==> config.mk <==
export PLATFORM = sky130hd
export DESIGN_NAME = carry_less_divide
export DESIGN_NICKNAME = d
export VERILOG_FILES = /design/src/rtl/carry_less_divide.sv
export SDC_FILE = /design/constraint.sdc
export NUM_CORES = 1
export LEC_CHECK = 0
export BUFFER_PORTS_ARGS = -buffer_cell sky130_fd_sc_hd__buf_2
export CORE_ASPECT_RATIO = 1.1
export CORE_UTILIZATION = 61
export DETAILED_ROUTE_END_ITERATION = 6
export PLACE_DENSITY = 0.94
export SLEW_MARGIN = 5
export SYNTH_ARGS = -nofsm -noshare
export SYNTH_HDL_FRONTEND = slang
export SYNTH_SLANG_ARGS = --single-unit
export TNS_END_PERCENT = 100
==> constraint.sdc <==
create_clock -name clk_i -period 9.2 [get_ports clk_i]
set_input_delay 1.38 -clock clk_i [delete_from_list [all_inputs] [get_ports clk_i]]
set_output_delay 1.38 -clock clk_i [all_outputs]
set_load 0.005 [all_outputs]
==> src/rtl/carry_less_divide.sv <==
// Iterative GF(2) polynomial divider: a = clmul(q, b) ^ r with deg(r) < deg(b).
// Consumes BITS_PER_CYCLE dividend bits per clock behind a valid/ready handshake.
module carry_less_divide #(
    parameter int XLEN           = 32,
    parameter int BITS_PER_CYCLE = 1
) (
    input  logic                clk_i,
    input  logic                rst_ni,
    input  logic                gecerli_i,
    output logic                hazir_o,
    input  logic [2*XLEN-1:0]   bolunen_i,
    input  logic [XLEN-1:0]     bolen_i,
    input  logic                iptal_i,
    output logic                gecerli_o,
    input  logic                hazir_i,
    output logic [2*XLEN-1:0]   bolum_o,
    output logic [XLEN-1:0]     kalan_o,
    output logic                sifir_bolme_o
);
    localparam int AW    = 2 * XLEN;
    localparam int N     = AW / BITS_PER_CYCLE;
    localparam int CNT_W = $clog2(N + 1);
    localparam int D_W   = (XLEN > 1) ? $clog2(XLEN) : 1;

    typedef enum logic [1:0] {BOS, HESAPLA, BITTI} state_t;
    state_t r_state, w_state_nxt;

    logic [AW-1:0]   r_a, r_q, r_bolum, w_q_nxt;
    logic [XLEN-1:0] r_b, r_rem, r_kalan, w_rem_nxt;
    logic [XLEN:0]   w_t;
    logic            w_qbit;
    logic [D_W-1:0]  r_d, w_msb;
    logic [CNT_W-1:0] r_cnt;
    logic            r_sifir;
    logic            w_accept, w_last, w_b_zero;

    assign hazir_o       = (r_state == BOS);
    assign gecerli_o     = (r_state == BITTI);
    assign bolum_o       = r_bolum;
    assign kalan_o       = r_kalan;
    assign sifir_bolme_o = r_sifir;

    // A flush in the same cycle as a request drops the request.
    assign w_accept = gecerli_i && hazir_o && !iptal_i;
    assign w_b_zero = (bolen_i == '0);
    assign w_last   = (r_cnt == CNT_W'(1));

    always_comb begin
        w_msb = '0;
        for (int i = 0; i < XLEN; i++) begin
            if (bolen_i[i]) w_msb = D_W'(i);
        end
    end

    // Bits of R at and above d stay zero, so t never needs more than XLEN+1 bits.
    always_comb begin
        w_rem_nxt = r_rem;
        w_q_nxt   = r_q;
        w_t       = '0;
        w_qbit    = 1'b0;
        for (int k = 0; k < BITS_PER_CYCLE; k++) begin
            w_t    = {w_rem_nxt, r_a[AW-1-k]};
            w_qbit = w_t[r_d];
            if (w_qbit) w_t = w_t ^ {1'b0, r_b};
            w_rem_nxt = w_t[XLEN-1:0];
            w_q_nxt   = {w_q_nxt[AW-2:0], w_qbit};
        end
    end

    always_comb begin
        w_state_nxt = r_state;
        case (r_state)
            BOS:     if (w_accept) w_state_nxt = w_b_zero ? BITTI : HESAPLA;
            HESAPLA: if (w_last) w_state_nxt = BITTI;
            BITTI:   if (hazir_i) w_state_nxt = BOS;
            default: w_state_nxt = BOS;
        endcase
        if (iptal_i) w_state_nxt = BOS;
    end

    always_ff @(posedge clk_i or negedge rst_ni) begin
        if (!rst_ni) r_state <= BOS;
        else         r_state <= w_state_nxt;
    end

    always_ff @(posedge clk_i or negedge rst_ni) begin
        if (!rst_ni) begin
            r_cnt   <= '0;
            r_bolum <= '0;
            r_kalan <= '0;
            r_sifir <= 1'b0;
        end else if (iptal_i) begin
            r_cnt <= '0;
        end else begin
            case (r_state)
                BOS: begin
                    if (w_accept && w_b_zero) begin
                        r_bolum <= '0;
                        r_kalan <= bolunen_i[XLEN-1:0];
                        r_sifir <= 1'b1;
                    end else if (w_accept) begin
                        r_cnt <= CNT_W'(N);
                    end
                end
                HESAPLA: begin
                    r_cnt <= r_cnt - CNT_W'(1);
                    if (w_last) begin
                        r_bolum <= w_q_nxt;
                        r_kalan <= w_rem_nxt;
                        r_sifir <= 1'b0;
                    end
                end
                default: ;
            endcase
        end
    end

    always_ff @(posedge clk_i) begin
        if (w_accept) begin
            r_a   <= bolunen_i;
            r_b   <= bolen_i;
            r_d   <= w_msb;
            r_rem <= '0;
            r_q   <= '0;
        end else if (r_state == HESAPLA) begin
            r_a   <= r_a << BITS_PER_CYCLE;
            r_rem <= w_rem_nxt;
            r_q   <= w_q_nxt;
        end
    end
endmodule

* After elaboration in Yosys (flattened, before gate mapping)
Index checks and enable logic that the tools add are counted.
Widths: inputs -> output; s select.
** Word-level totals
- Register bits after elaboration :: 301
- Input port bits :: 101
- Output and inout bits :: 99
- Logic and storage cells :: 97
** Operators by class
- Add/subtract/negate cells :: 1
- Magnitude comparators :: 1
- Eq/ne operators :: 9
- Muxes and demuxes :: 54
- Bitwise gates (word level) :: 2
- Reductions and logical operators :: 16
** Operators with widths (count)
- $mux 64 :: 4
- $pmux 64 s2 :: 1
- $mux 32 :: 3
- $pmux 32 s2 :: 1
- $mux 5 :: 11
- $logic_not 32->1 :: 1
- $mux 4 :: 8
- $xor 32x32->32 :: 1
- $mux 7 :: 3
- $mux 2 :: 9
- $reduce_or 16->1 :: 1
- $mux 3 :: 5
- $pmux 7 s2 :: 1
- $reduce_or 8->1 :: 1
- $eq 7x1->1 const B :: 1
- $lt 5x7->1 const B :: 1
- $sub 7x1->7 const B :: 1
- $ne 3x3->1 const B :: 2
- $pmux 2 s3 :: 1
- $reduce_and 3->1 :: 2
- $bmux 1 s5 :: 1
- $mux 1 :: 5
- $reduce_and 4->1 :: 1
- $reduce_bool 2->1 :: 2
- other kinds (14) :: 16

* Depth between registers and ports, before layout
Gate-level depths: netlist of the first run.
- Depth after elaboration :: 30
- Mapped depth :: 11
- Depth with buffers taken out :: 7

* Least setup slack after synthesis of the first run
Ideal clock, no wire load.
- Path type :: input to register
- From :: input iptal_i
- To :: register r_a[0], enable pin
- Data arrival time :: 3.435 ns
- Data required time :: 8.782 ns
- Slack :: 5.347 ns
- Stages :: 5
- Cell sequence :: clkbuf_1 nor3_1 nor2_1 clkbuf_1 inv_1
** Between the ends
- Word-level cells in the longest chain between the ends :: 3
** Ends and longest elaborated chain
- start, declared :: line 13 : input logic iptal_i,
- $logic_not 1->1 :: line 44 : assign w_accept = gecerli_i && hazir_o && !iptal_i;
- $logic_and 1x1->1 :: line 44
- $reduce_bool 2->1 (no line)
- end signal, assigned :: line 120 : r_a <= bolunen_i;
- end signal, assigned :: line 126 : r_a <= r_a << BITS_PER_CYCLE;
- end, declared :: line 28 : logic [AW-1:0] r_a, r_q, r_bolum, w_q_nxt;
Every way passes these cells.
A chain may end at the register's enable or synchronous reset.

* Final worst setup path of the first run
- From :: input bolen_i[12]
- To :: register r_kalan[13] (netlist: kalan_o[13])
** Between the ends
- Word-level cells in the longest chain between the ends :: 4
** Ends and longest elaborated chain
- start, declared :: line 12 : input logic [XLEN-1:0] bolen_i,
- $logic_not 32->1 :: line 45 : assign w_b_zero = (bolen_i == '0);
- $logic_and 1x1->1 :: line 97 : if (w_accept && w_b_zero) begin
- $ne 2x1->1 (no line)
- $reduce_and 4->1 (no line)
- end signal, assigned :: line 99 : r_kalan <= bolunen_i[XLEN-1:0];
- end signal, assigned :: line 109 : r_kalan <= w_rem_nxt;
- end, declared :: line 29 : logic [XLEN-1:0] r_b, r_rem, r_kalan, w_rem_nxt;
Every way passes these cells.

==> run_results.csv, run 1 <==
group,metric,value,unit
yosys,synth.top_cell.area_share,23.5,%
timing,relSlewSlack,13.5,%
hold_path,hold_end,"r_q[42]",
floorplanning,initial_core_util,62.6,%
cells_and_area,final-seq-area,0.00757,mm²
timing,worstMarginPinSlew,1.30,ns
placed_design,globalplace.congestion,0.850,
placed_design,hpwlAfterDp,19500,µm
timing,layout_setup_ws,5.37,ns
cts,cts.path.max_buffers,3,
setup_path,critPathTopFamily,"simple AND/OR/NAND/NOR gates",
cells_and_area,antenna_cells,0,
timing,fin_skew,0.0155,ns
yosys,synth_seq_cells,301,
timing,period_share,41.6,%
yosys,synth.largest_area_cell,"edfxtp_1",
yosys,yosysUniqueCellTypes,53,
floorplanning,core,0.0206,mm²
setup_path,critPathCaptureType,"flip-flop",
drt,routedWlPerCell,18.9,µm
drt,drt_iter0_markers,924,
timing,max_freq,261,MHz
yosys,async_reset_ff_share,35.2,%
timing,grt_setup_unrepaired,"false",
cells_and_area,nets,1467,
global_route,grt_max_degree,131,
cts,cts.sinks,301,
setup_path,cpPeakStageDelay,1.00,ns
yosys,synth_most_common_cell,"nand2_1",
cells_and_area,utilization,72.7,%
setup_path,r2r-end,"r_rem[14]",
setup_path,cpMaxStageDelayCell,"o221a_4",
yosys,syn_inst,1199,
yosys,synthesis.area,0.0129,mm²
cts,cts_tree,"yes",
timing,setup_viol,0,
floorplanning,fp.dieW,141,µm
yosys,synthFlopType,"dfrtp_1",
yosys,ys_warn_count,0,
yosys,avgSynthCellArea,10.8,µm²
yosys,ys_seq_area_share,58.6,%
cells_and_area,area_delta_synth_final,16.2,%
setup_path,crit_fanout,63,
global_route,grt-ovfl-total,0,
setup_path,reg2reg_setup_slack,5.73,ns
drt,drc,0,
drt,antenna_left,0,
drt,drt-total-wl,31000,µm
floorplanning,std_cell_rows,55,
hold_path,hp-class,"reg -> reg",
setup_path,worst-path-buf-inv,1,
floorplanning,die_h,155,µm
timing,tns,0,ns
power,p_leak,0.00637,µW
cts,hold_buffers,0,
drt,vias,10000,
cts,cts_made_buffers,29,
cts,post_cts_buffers,0,
cts,root_buffer,"clkbuf_16",
yosys,synth_edf_count,101,
setup_path,cp_cell_sequence,"buf_2, nor4_1, nand4_1, or2_1, nor4_4, o221a_4, nor2_2, a221oi_2",
power,powerDensity,247,mW/mm²
timing,finalHoldViolCount,0,
cts,clkTransAtPathRegs,0.07,ns
cells_and_area,multiInputGateArea,0.00497,mm²
yosys,yosys-top-cells-area,"edfxtp_1 23%, dfrtp_1 21%, dfxtp_1 15%, nand2_1 8.6%, mux2_2 5.5%",
outcome,status,"completed",
setup_path,r2r_cells,8,
hold_path,hp-start,"r_q[42]",
cells_and_area,drive_gt1_share,28.3,%
placed_design,io_buffers,199,
setup_path,crit_path_start_kind,"input port",
hold_path,holdPathStages,2,
power,vdd_drop_max,0.157,mV
cells_and_area,fillers,1323,
setup_path,worstReg2RegStart,"r_d[1]",
global_route,grt_pass1_wl,49100,µm
drt,vias_per_cell,6.11,
flow_run,cap_violations,0,
setup_path,required,9.63,ns
drt,firstDrtPassIters,6,
yosys,synth_common_cells,"296 x nand2_1, 124 x o21ai_0, 106 x dfrtp_1",
setup_path,critPathKind,"in -> reg",
setup_path,cp_data_arrival_time,4.26,ns
timing,maxSlewViolCount,0,
global_route,antenna_found_initial,0,
cts,cts_resized,0,
yosys,syn-num-nets,1302,
placed_design,pre_cts_ws,4.88,ns
floorplanning,die_area,0.0218,mm²
cts,h-tree-depth,1,
timing,period_minus_slack,3.83,ns
floorplanning,io_pins,200,
global_route,grt_pass1_vias,9677,
global_route,grt_use_total,28.3,%
cts,worstSkewPairLatency,0.54,ns
==> worst max-delay path by stage <==
stage	from	endpoint	slack (ns)	cells after the start
after floorplan	iptal_i	r_a[0]	5.35	5
after global placement	bolen_i[17]	kalan_o[31]	5.12	8
after detailed placement	bolen_i[12]	kalan_o[13]	4.88	8
after CTS	bolen_i[12]	kalan_o[13]	5.42	8
after global routing	bolen_i[12]	kalan_o[1]	5.11	8
final	bolen_i[12]	kalan_o[13]	5.37	8
==> placed cells by master, fill, tap and decap left out, types with 32 or more instances in the layout <==
cell / synthesis / routed
buf_2: 12 / 198
nand3_1: 36 / 36
a22o_1: 32 / 32
dfxtp_1: 94 / 94
o21ai_0: 124 / 124
or3_1: 32 / 32
clkbuf_16: 0 / 32
xnor2_1: 32 / 32
mux2_2: 63 / 63
edfxtp_1: 101 / 101
dfrtp_1: 106 / 106
nand2_1: 296 / 296
==> tightest hold or removal path: cells and delay by family (launching register included) <==
family / cells / cell delay (ns)
and+or+nand+nor: 2 / 0.09
DFF: 1 / 0.31
==> cell families (layout without fill, tap and decap cells) <==
family                     after synthesis  count (layout)  share of synthesized area, %
and+or+nand+nor                        453             453                          15.7
DFF                                    301             301                          58.6
AOI/OAI and AO/OA                      243             243                          13.3
buffers and inverters                   88             275                          3.31
muxes                                   80              80                          6.81
xor gates and xnor gates                32              32                          2.17
adders and majority gates                2               2                         0.194
==> state kept, by name, summed over array words and instances (netlist names) <==
| register | count |
|---|---|
| kalan_o | 32 |
| r_d | 5 |
| r_state | 2 |
| r_a | 64 |
| sifir_bolme_o | 1 |
| r_b | 32 |
| r_rem | 31 |
| bolum_o | 64 |
| r_cnt | 7 |
| r_q | 63 |
==> report_power, final <==
part	internal [µW]	total (µW)	switching [µW]
clock	753	1260	504
sequential	1580	1770	182
combinational	313	685	373
total	2650	3710	1060
==> area by class of cell <==
class | count | area share [%]
Clock buffer | 46 | 6.24
Clock inverter | 7 | 0.617
Inverter | 14 | 0.350
Multi-Input combinational cell | 810 | 33.1
Sequential cell | 301 | 50.4
Tap cell | 256 | 2.13
Timing Repair Buffer | 208 | 7.10
==> through the flow <==
| step | instances | total power, µW | hold WS [ns] | area, µm² |
|---|---|---|---|---|
| 2_1_floorplan | 1199 | 2190 | 0.423 | 12900 |
| 6_report | 1642 | 3710 | 0.441 | 15000 |
| 5_1_grt | 1642 | 3850 | 0.460 | 15000 |
| 3_5_place_dp | 1589 | 2450 | 0.433 | 14000 |
| 4_1_cts | 1642 | 3710 | 0.443 | 15000 |
| 3_3_place_gp | 1589 | 2400 | 0.430 | 14000 |
==> per-layer routing <==
layer	part of all wire, %	global-route usage (%)
met4	2.6	9.52
met1	39	36.9
met5	0	0
met3	8.0	3.22
met2	51	49.2
No activity file was read; power rests on OpenSTA's default activity.
==> inputs of run 2 (changes only) <==
--- a/config.mk
+++ b/config.mk
@@ -5,11 +5,12 @@
 export SDC_FILE = /design/constraint.sdc
 export NUM_CORES = 1
 export LEC_CHECK = 0
+export ABC_AREA = 1
 export BUFFER_PORTS_ARGS = -buffer_cell sky130_fd_sc_hd__buf_2
 export CORE_ASPECT_RATIO = 1.1
-export CORE_UTILIZATION = 61
+export CORE_UTILIZATION = 56
 export DETAILED_ROUTE_END_ITERATION = 6
-export PLACE_DENSITY = 0.94
+export PLACE_DENSITY = 0.88
 export SLEW_MARGIN = 5
 export SYNTH_ARGS = -nofsm -noshare
 export SYNTH_HDL_FRONTEND = slang
==> constraint.sdc (replaced) <==
create_clock -name clk_i -period 3.6 [get_ports clk_i]
set_input_delay 0.54 -clock clk_i [delete_from_list [all_inputs] [get_ports clk_i]]
set_output_delay 0.54 -clock clk_i [all_outputs]
set_load 0.005 [all_outputs]
==> run 2 against run 1 <==
Against the previous run: final cell count rose by 12%; combinational power rose to 4.7 times the previous value; critical endpoint is now r_rem[29]; design area fell by 4.2%; critical path type is now reg -> reg; critical path depth rose by 1; worst setup slack got worse by 4.6 ns; global-route usage fell by 3.4 points; largest power group unchanged; routed wire length fell by 8.4%; die area rose by 4.0%; clock power rose by 120%.
==> run_results.csv, run 2 <==
group,metric,value,unit
setup_path,critPathTopFamily,"compound AO/OA/AOI/OAI gates",
global_route,grt_use_total,24.9,%
setup_path,crit_path_start_kind,"flip-flop",
cts,root_buffer,"clkbuf_16",
setup_path,required,4.00,ns
yosys,synth_most_common_cell,"nand2_1",
global_route,grt_max_degree,129,
placed_design,hpwlAfterDp,19200,µm
drt,antenna_left,0,
setup_path,critPathKind,"reg -> reg",
cells_and_area,area_delta_synth_final,16.5,%
power,power_frac_seq,47.3,%
timing,relSlewSlack,25.5,%
outcome,status,"completed",
timing,setup_viol,0,
cts,clkTransAtPathRegs,0.06,ns
cts,cts_tree,"yes",
power,switching_share,34.5,%
timing,max_freq,355,MHz
global_route,grt_pass1_vias,9301,
placed_design,pre_cts_ws,0.349,ns
cts,post_cts_buffers,0,
cells_and_area,drive_gt1_share,17.6,%
cts,cts.path.max_buffers,3,
floorplanning,std_cell_rows,56,
yosys,syn-num-nets,1453,
timing,fin_skew,0.00961,ns
yosys,ys_warn_count,0,
global_route,grt-ovfl-total,0,
power,p_leak,0.00698,µW
setup_path,critPathCaptureType,"flip-flop",
cells_and_area,layout_commonest_cell,"nand2_1",
placed_design,io_buffers,199,
timing,tns,0,ns
flow_run,cap_violations,0,
drt,drt-total-wl,28400,µm
timing,period_share,78.2,%
yosys,syn_inst,1350,
yosys,avgSynthCellArea,9.14,µm²
yosys,synth_seq_cells,301,
floorplanning,core,0.0214,mm²
floorplanning,initial_core_util,57.6,%
setup_path,cpMostUsedCell,"o21ai_0",
drt,drc,0,
cts,cts_resized,0,
cts,h-tree-depth,1,
drt,drt_iter0_markers,774,
drt,vias,9722,
yosys,ys_seq_area_share,61.3,%
timing,worstMarginPinSlew,1.12,ns
timing,finalHoldViolCount,0,
timing,timing.hold.ws,0.0482,ns
yosys,synthFlopType,"dfrtp_1",
cells_and_area,fillers,1649,
placed_design,globalplace.congestion,0.837,
yosys,synth_edf_count,101,
drt,vias_per_cell,5.28,
hold_path,hp-class,"in -> async",
setup_path,critPathLaunch,"r_d[0]",
yosys,yosysUniqueCellTypes,32,
cts,cts_made_buffers,29,
yosys,synthesis.area,0.0123,mm²
power,p_sw,3930,µW
setup_path,worst-path-buf-inv,2,
timing,period_minus_slack,2.81,ns
power,pwr-share-clk,24.7,%
power,powerDensity,794,mW/mm²
floorplanning,fp.dieW,144,µm
power,combPwrFrac,28.1,%
global_route,antenna_found_initial,4,
power,vdd_drop_max,0.513,mV
timing,layout_setup_ws,0.787,ns
setup_path,cp_cell_sequence,"inv_2, a21oi_1, o21ai_0, nand3_1, a32o_1, inv_2, nand2_1, o21ai_0, o21ai_0",
cts,worstSkewPairLatency,0.54,ns
cts,hold_buffers,0,
cells_and_area,nets,1629,
timing,grt_setup_unrepaired,"false",
yosys,async_reset_ff_share,35.2,%
floorplanning,io_pins,200,
power,internal_power,7480,µW
setup_path,cp_data_arrival_time,3.22,ns
drt,routedWlPerCell,15.4,µm
cells_and_area,mostFrequentLayoutCells,"410 x nand2_1, 198 x buf_2, 136 x inv_1, 116 x a21oi_1, 106 x dfrtp_1",
yosys,synth.largest_area_cell,"edfxtp_1",
drt,firstDrtPassIters,5,
global_route,grt_pass1_wl,44500,µm
setup_path,worstReg2RegStart,"r_d[0]",
floorplanning,die_h,158,µm
yosys,synth.top_cell.area_share,24.6,%
floorplanning,die_area,0.0226,mm²
timing,maxSlewViolCount,0,
setup_path,crit_fanout,34,
yosys,yosys-top-cells-area,"edfxtp_1 25%, dfrtp_1 21%, dfxtp_1 15%, nand2_1 13%, a21oi_1 4.7%",
setup_path,cpMaxStageDelayCell,"edfxtp_1",
cts,cts.sinks,301,
yosys,synth_common_cells,"411 x nand2_1, 137 x inv_1, 116 x a21oi_1",
setup_path,reg2reg_setup_slack,0.79,ns
setup_path,cpPeakStageDelay,0.49,ns
-- run 2: layout make-up --
type / instances / area [µm²] / area share (%)
inverter: 145 / 544 / 3.79
sequential: 301 / 7570 / 52.7
multi-input combinational: 841 / 3920 / 27.3
clock buffer: 35 / 748 / 5.21
timing repair buffer: 208 / 1090 / 7.59
clock inverter: 19 / 126 / 0.879
tap: 290 / 363 / 2.52
antenna: 3 / 7.51 / 0.0522
-- run 2: power groups by stage --
| stage | Clock, µW | Combinational [µW] | Sequential, µW |
|---|---|---|---|
| 2_1_floorplan | 0 | 2120 | 5350 |
| 3_3_place_gp | 0 | 3040 | 5390 |
| 3_5_place_dp | 0 | 3190 | 5430 |
| 4_1_cts | 2850 | 3210 | 5380 |
| 5_1_grt | 2980 | 3630 | 5490 |
| 6_report | 2820 | 3200 | 5390 |
-- run 2: metal layers --
metal,track usage (%),wire [µm]
met5,0,23
met3,5.72,2380
met2,42.5,13600
met1,31.4,11700
met4,7.65,680
-- run 2: per-stage QoR --
step | utilization [%] | power (µW) | std cells | area (µm²)
final | 67.0 | 11400 | 1842 | 14400
after global routing | 67.0 | 12100 | 1841 | 14400
after CTS | 67.0 | 11400 | 1839 | 14400
after detailed placement | 62.9 | 8620 | 1785 | 13500
after global placement | 62.9 | 8430 | 1785 | 13500
after floorplan | - | 7470 | 1350 | 12300
-- run 2: final timing paths --
kind | endpoint | cells after the start
worst max-delay path | r_rem[29] | 9
worst min-delay path | kalan_o[18] | 1
worst max register to register | r_rem[29] | 9
worst min register to register | r_q[43] | 2
max in group asynchronous | bolum_o[53] | 2
min in group clk_i | r_b[26] | 1
-- run 2: worst reg2reg max path, stage by stage, from the launching register on --
cell,delay [ns]
edfxtp_1,0.49
inv_2,0.34
a21oi_1,0.14
o21ai_0,0.22
nand3_1,0.11
a32o_1,0.28
inv_2,0.42
nand2_1,0.15
o21ai_0,0.37
o21ai_0,0.16
-- run 2: logic make-up after synthesis --
| family | synth area share, % |
|---|---|
| adders and majority gates | 0.203 |
| AOI/OAI and AO/OA | 15.6 |
| and+or+nand+nor | 15.4 |
| xor gates and xnor gates | 0.355 |
| DFF | 61.3 |
| buffers and inverters | 7.11 |
==> inputs of run 3 (changes only) <==
--- a/config.mk
+++ b/config.mk
@@ -8,9 +8,9 @@
 export ABC_AREA = 1
 export BUFFER_PORTS_ARGS = -buffer_cell sky130_fd_sc_hd__buf_2
 export CORE_ASPECT_RATIO = 1.1
-export CORE_UTILIZATION = 56
+export CORE_UTILIZATION = 51
 export DETAILED_ROUTE_END_ITERATION = 6
-export PLACE_DENSITY = 0.88
+export PLACE_DENSITY = 0.85
 export SLEW_MARGIN = 5
 export SYNTH_ARGS = -nofsm -noshare
 export SYNTH_HDL_FRONTEND = slang
==> constraint.sdc (replaced) <==
create_clock -name clk_i -period 2.4 [get_ports clk_i]
set_input_delay 0.36 -clock clk_i [delete_from_list [all_inputs] [get_ports clk_i]]
set_output_delay 0.36 -clock clk_i [all_outputs]
set_load 0.005 [all_outputs]
==> run 3 against run 2 <==
Against the previous run: the flow now finishes with violations (setup timing); design area up 4.9%; critical path depth up 3; sequential cell count unchanged; routed wire length up 9.3%; core utilization down 3.4 points; clock power up 60%; global-route usage down 1.6 points.
==> run_results.csv, run 3 (synthesis gave the netlist of run 2 again) <==
group,metric,value,unit
cells_and_area,layout_commonest_cell,"nand2_1",
cts,clkTransAtPathRegs,0.06,ns
global_route,globalRouteMet3Util,5.22,%
global_route,grt_pass1_vias,9366,
power,powerDensity,1190,mW/mm²
global_route,grt_max_degree,101,
cts,worstSkewPairLatency,0.55,ns
global_route,global_route.usage.met1,30.3,%
cts,cts.path.max_buffers,3,
floorplanning,core,0.0237,mm²
timing,finalHoldViolCount,0,
timing,timing.hold.ws,0.0148,ns
timing,period_share,105,%
timing,period_minus_slack,2.53,ns
drt,vias_per_cell,5.37,
setup_path,critPathCaptureType,"flip-flop",
setup_path,critPathKind,"reg -> reg",
floorplanning,die_h,165,µm
floorplanning,io_pins,200,
outcome,violations,"setup timing",
cells_and_area,mostFrequentLayoutCells,"408 x nand2_1, 198 x buf_2, 136 x inv_1, 106 x dfrtp_1, 101 x edfxtp_1",
drt,firstDrtPassIters,7,
floorplanning,die_area,0.0248,mm²
power,total_power,18000,µW
flow_run,cap_violations,0,
global_route,grt_pass1_wl,46000,µm
drt,drt-total-wl,31000,µm
outcome,status,"complete, but fails checks",
timing,relSlewSlack,53.6,%
drt,drc,0,
placed_design,io_buffers,199,
cts,cts_made_buffers,31,
cells_and_area,area_delta_synth_final,22.2,%
drt,vias,10200,
global_route,grt.met2_usage,38.2,%
drt,drt_iter0_markers,723,
timing,setup_viol,4,
cts,cts_tree,"yes",
setup_path,cp_data_arrival_time,3.01,ns
setup_path,crit_fanout,10,
cells_and_area,nets,1662,
power,vdd_drop_max,0.779,mV
floorplanning,fp.dieW,150,µm
global_route,grt_use_total,23.3,%
timing,worstMarginPinSlew,0.696,ns
power,p_leak,0.00726,µW
cells_and_area,drive_gt1_share,22.1,%
timing,layout_setup_ws,-0.131,ns
global_route,top_usage_layer,"met2",
cts,root_buffer,"clkbuf_16",
cts,h-tree-depth,1,
cts,cts.sinks,301,
placed_design,globalplace.congestion,0.856,
setup_path,required,2.88,ns
timing,maxSlewViolCount,0,
global_route,antenna_found_initial,7,
setup_path,crit_path_start_kind,"flip-flop",
drt,routedWlPerCell,16.4,µm
placed_design,hpwlAfterDp,19600,µm
global_route,grt-ovfl-total,0,
hold_path,hp-class,"in -> reg",
cells_and_area,fillers,1826,
timing,grt_setup_unrepaired,"true",
floorplanning,initial_core_util,52.1,%
timing,fin_skew,0.0142,ns
floorplanning,std_cell_rows,59,
timing,max_freq,395,MHz
drt,antenna_left,0,
run 3: cell count changes in the layout (fill, tap and decap cells not counted), moves of 5 or more:
cell / change
a21oi_1: -26
a21oi_2: +26
buf_12: +9
buf_4: +10
clkbuf_16: +6
clkinv_2: +5
o21ai_0: -26
o21ai_1: +12
o21ai_2: +14
run 3: path summary, 6_finish.rpt:
kind	start	endpoint	slack, ns	cells past startpoint
worst max-delay path	r_d[0]	kalan_o[23]	-0.13	12
worst min-delay path	bolen_i[15]	r_b[15]	0.01	1
worst max register to register	r_d[0]	kalan_o[23]	-0.13	12
worst min register to register	r_q[33]	r_q[33]	0.47	2
max in group asynchronous	rst_ni	bolum_o[26]	1.42	3
min in group asynchronous	rst_ni	kalan_o[12]	0.36	2
run 3: metal layers:
metal	vias up	part of all wire, %
met4	6	4.1
met2	442	47
li1	4833	-
met5	-	0.10
met3	113	8.5
met1	4768	40
run 3: area by class of cell:
| cell class | instances | area, µm² | share of cell area [%] |
|---|---|---|---|
| repair inverters | 2 | 12.5 | 0.0830 |
| inverters | 145 | 557 | 3.69 |
| clock inverters | 18 | 100 | 0.664 |
| flip-flops and latches | 301 | 7570 | 50.2 |
| multi-input cells | 841 | 4090 | 27.1 |
| repair buffers | 237 | 1500 | 9.92 |
| diodes | 5 | 12.5 | 0.0830 |
| well taps | 305 | 382 | 2.53 |
| clock buffers | 39 | 867 | 5.75 |
run 3: power by group:
part / switching [µW] / leakage (µW) / total, µW / internal (µW)
combinational: 3520 / 0.00368 / 5400 / 1870
clock: 1970 / 0.000481 / 4520 / 2550
sequential: 796 / 0.00310 / 8090 / 7300
total: 6290 / 0.00726 / 18000 / 11700
run 3: through the flow:
stage / std cells / cell area (µm²) / worst slack [ns] / utilization [%] / setup TNS, ns
5_1_grt: 1891 / 15100 / -0.255 / 63.6 / -6.42
3_5_place_dp: 1818 / 13700 / -0.0802 / 58.0 / -1.46
4_1_cts: 1879 / 14800 / 0.0178 / 62.2 / 0
3_3_place_gp: 1818 / 13700 / 0.0559 / 58.0 / 0
6_report: 1893 / 15100 / -0.131 / 63.6 / -0.215
2_1_floorplan: 1350 / 12400 / 0.0123 / - / 0
run 3: timing repair:
item	in CTS	in global routing
endpoints found under the setup margin	3	91
gates resized for setup	2	78
hold buffers	4	0
pin swaps	0	13
hold endpoints to repair	37	0
buffers inserted	0	3
cloned	0	6
run 3: worst max-delay path: stages (launching register included):
cell and delay [ns]:
edfxtp_1 0.51, buf_4 0.21, inv_4 0.12, nand2_1 0.09, a21oi_1 0.22, o21ai_0 0.12
a32o_2 0.28, clkinv_4 0.10, buf_12 0.12, nand2_1 0.10, a21oi_1 0.25, o21ai_1 0.17
a21oi_1 0.15
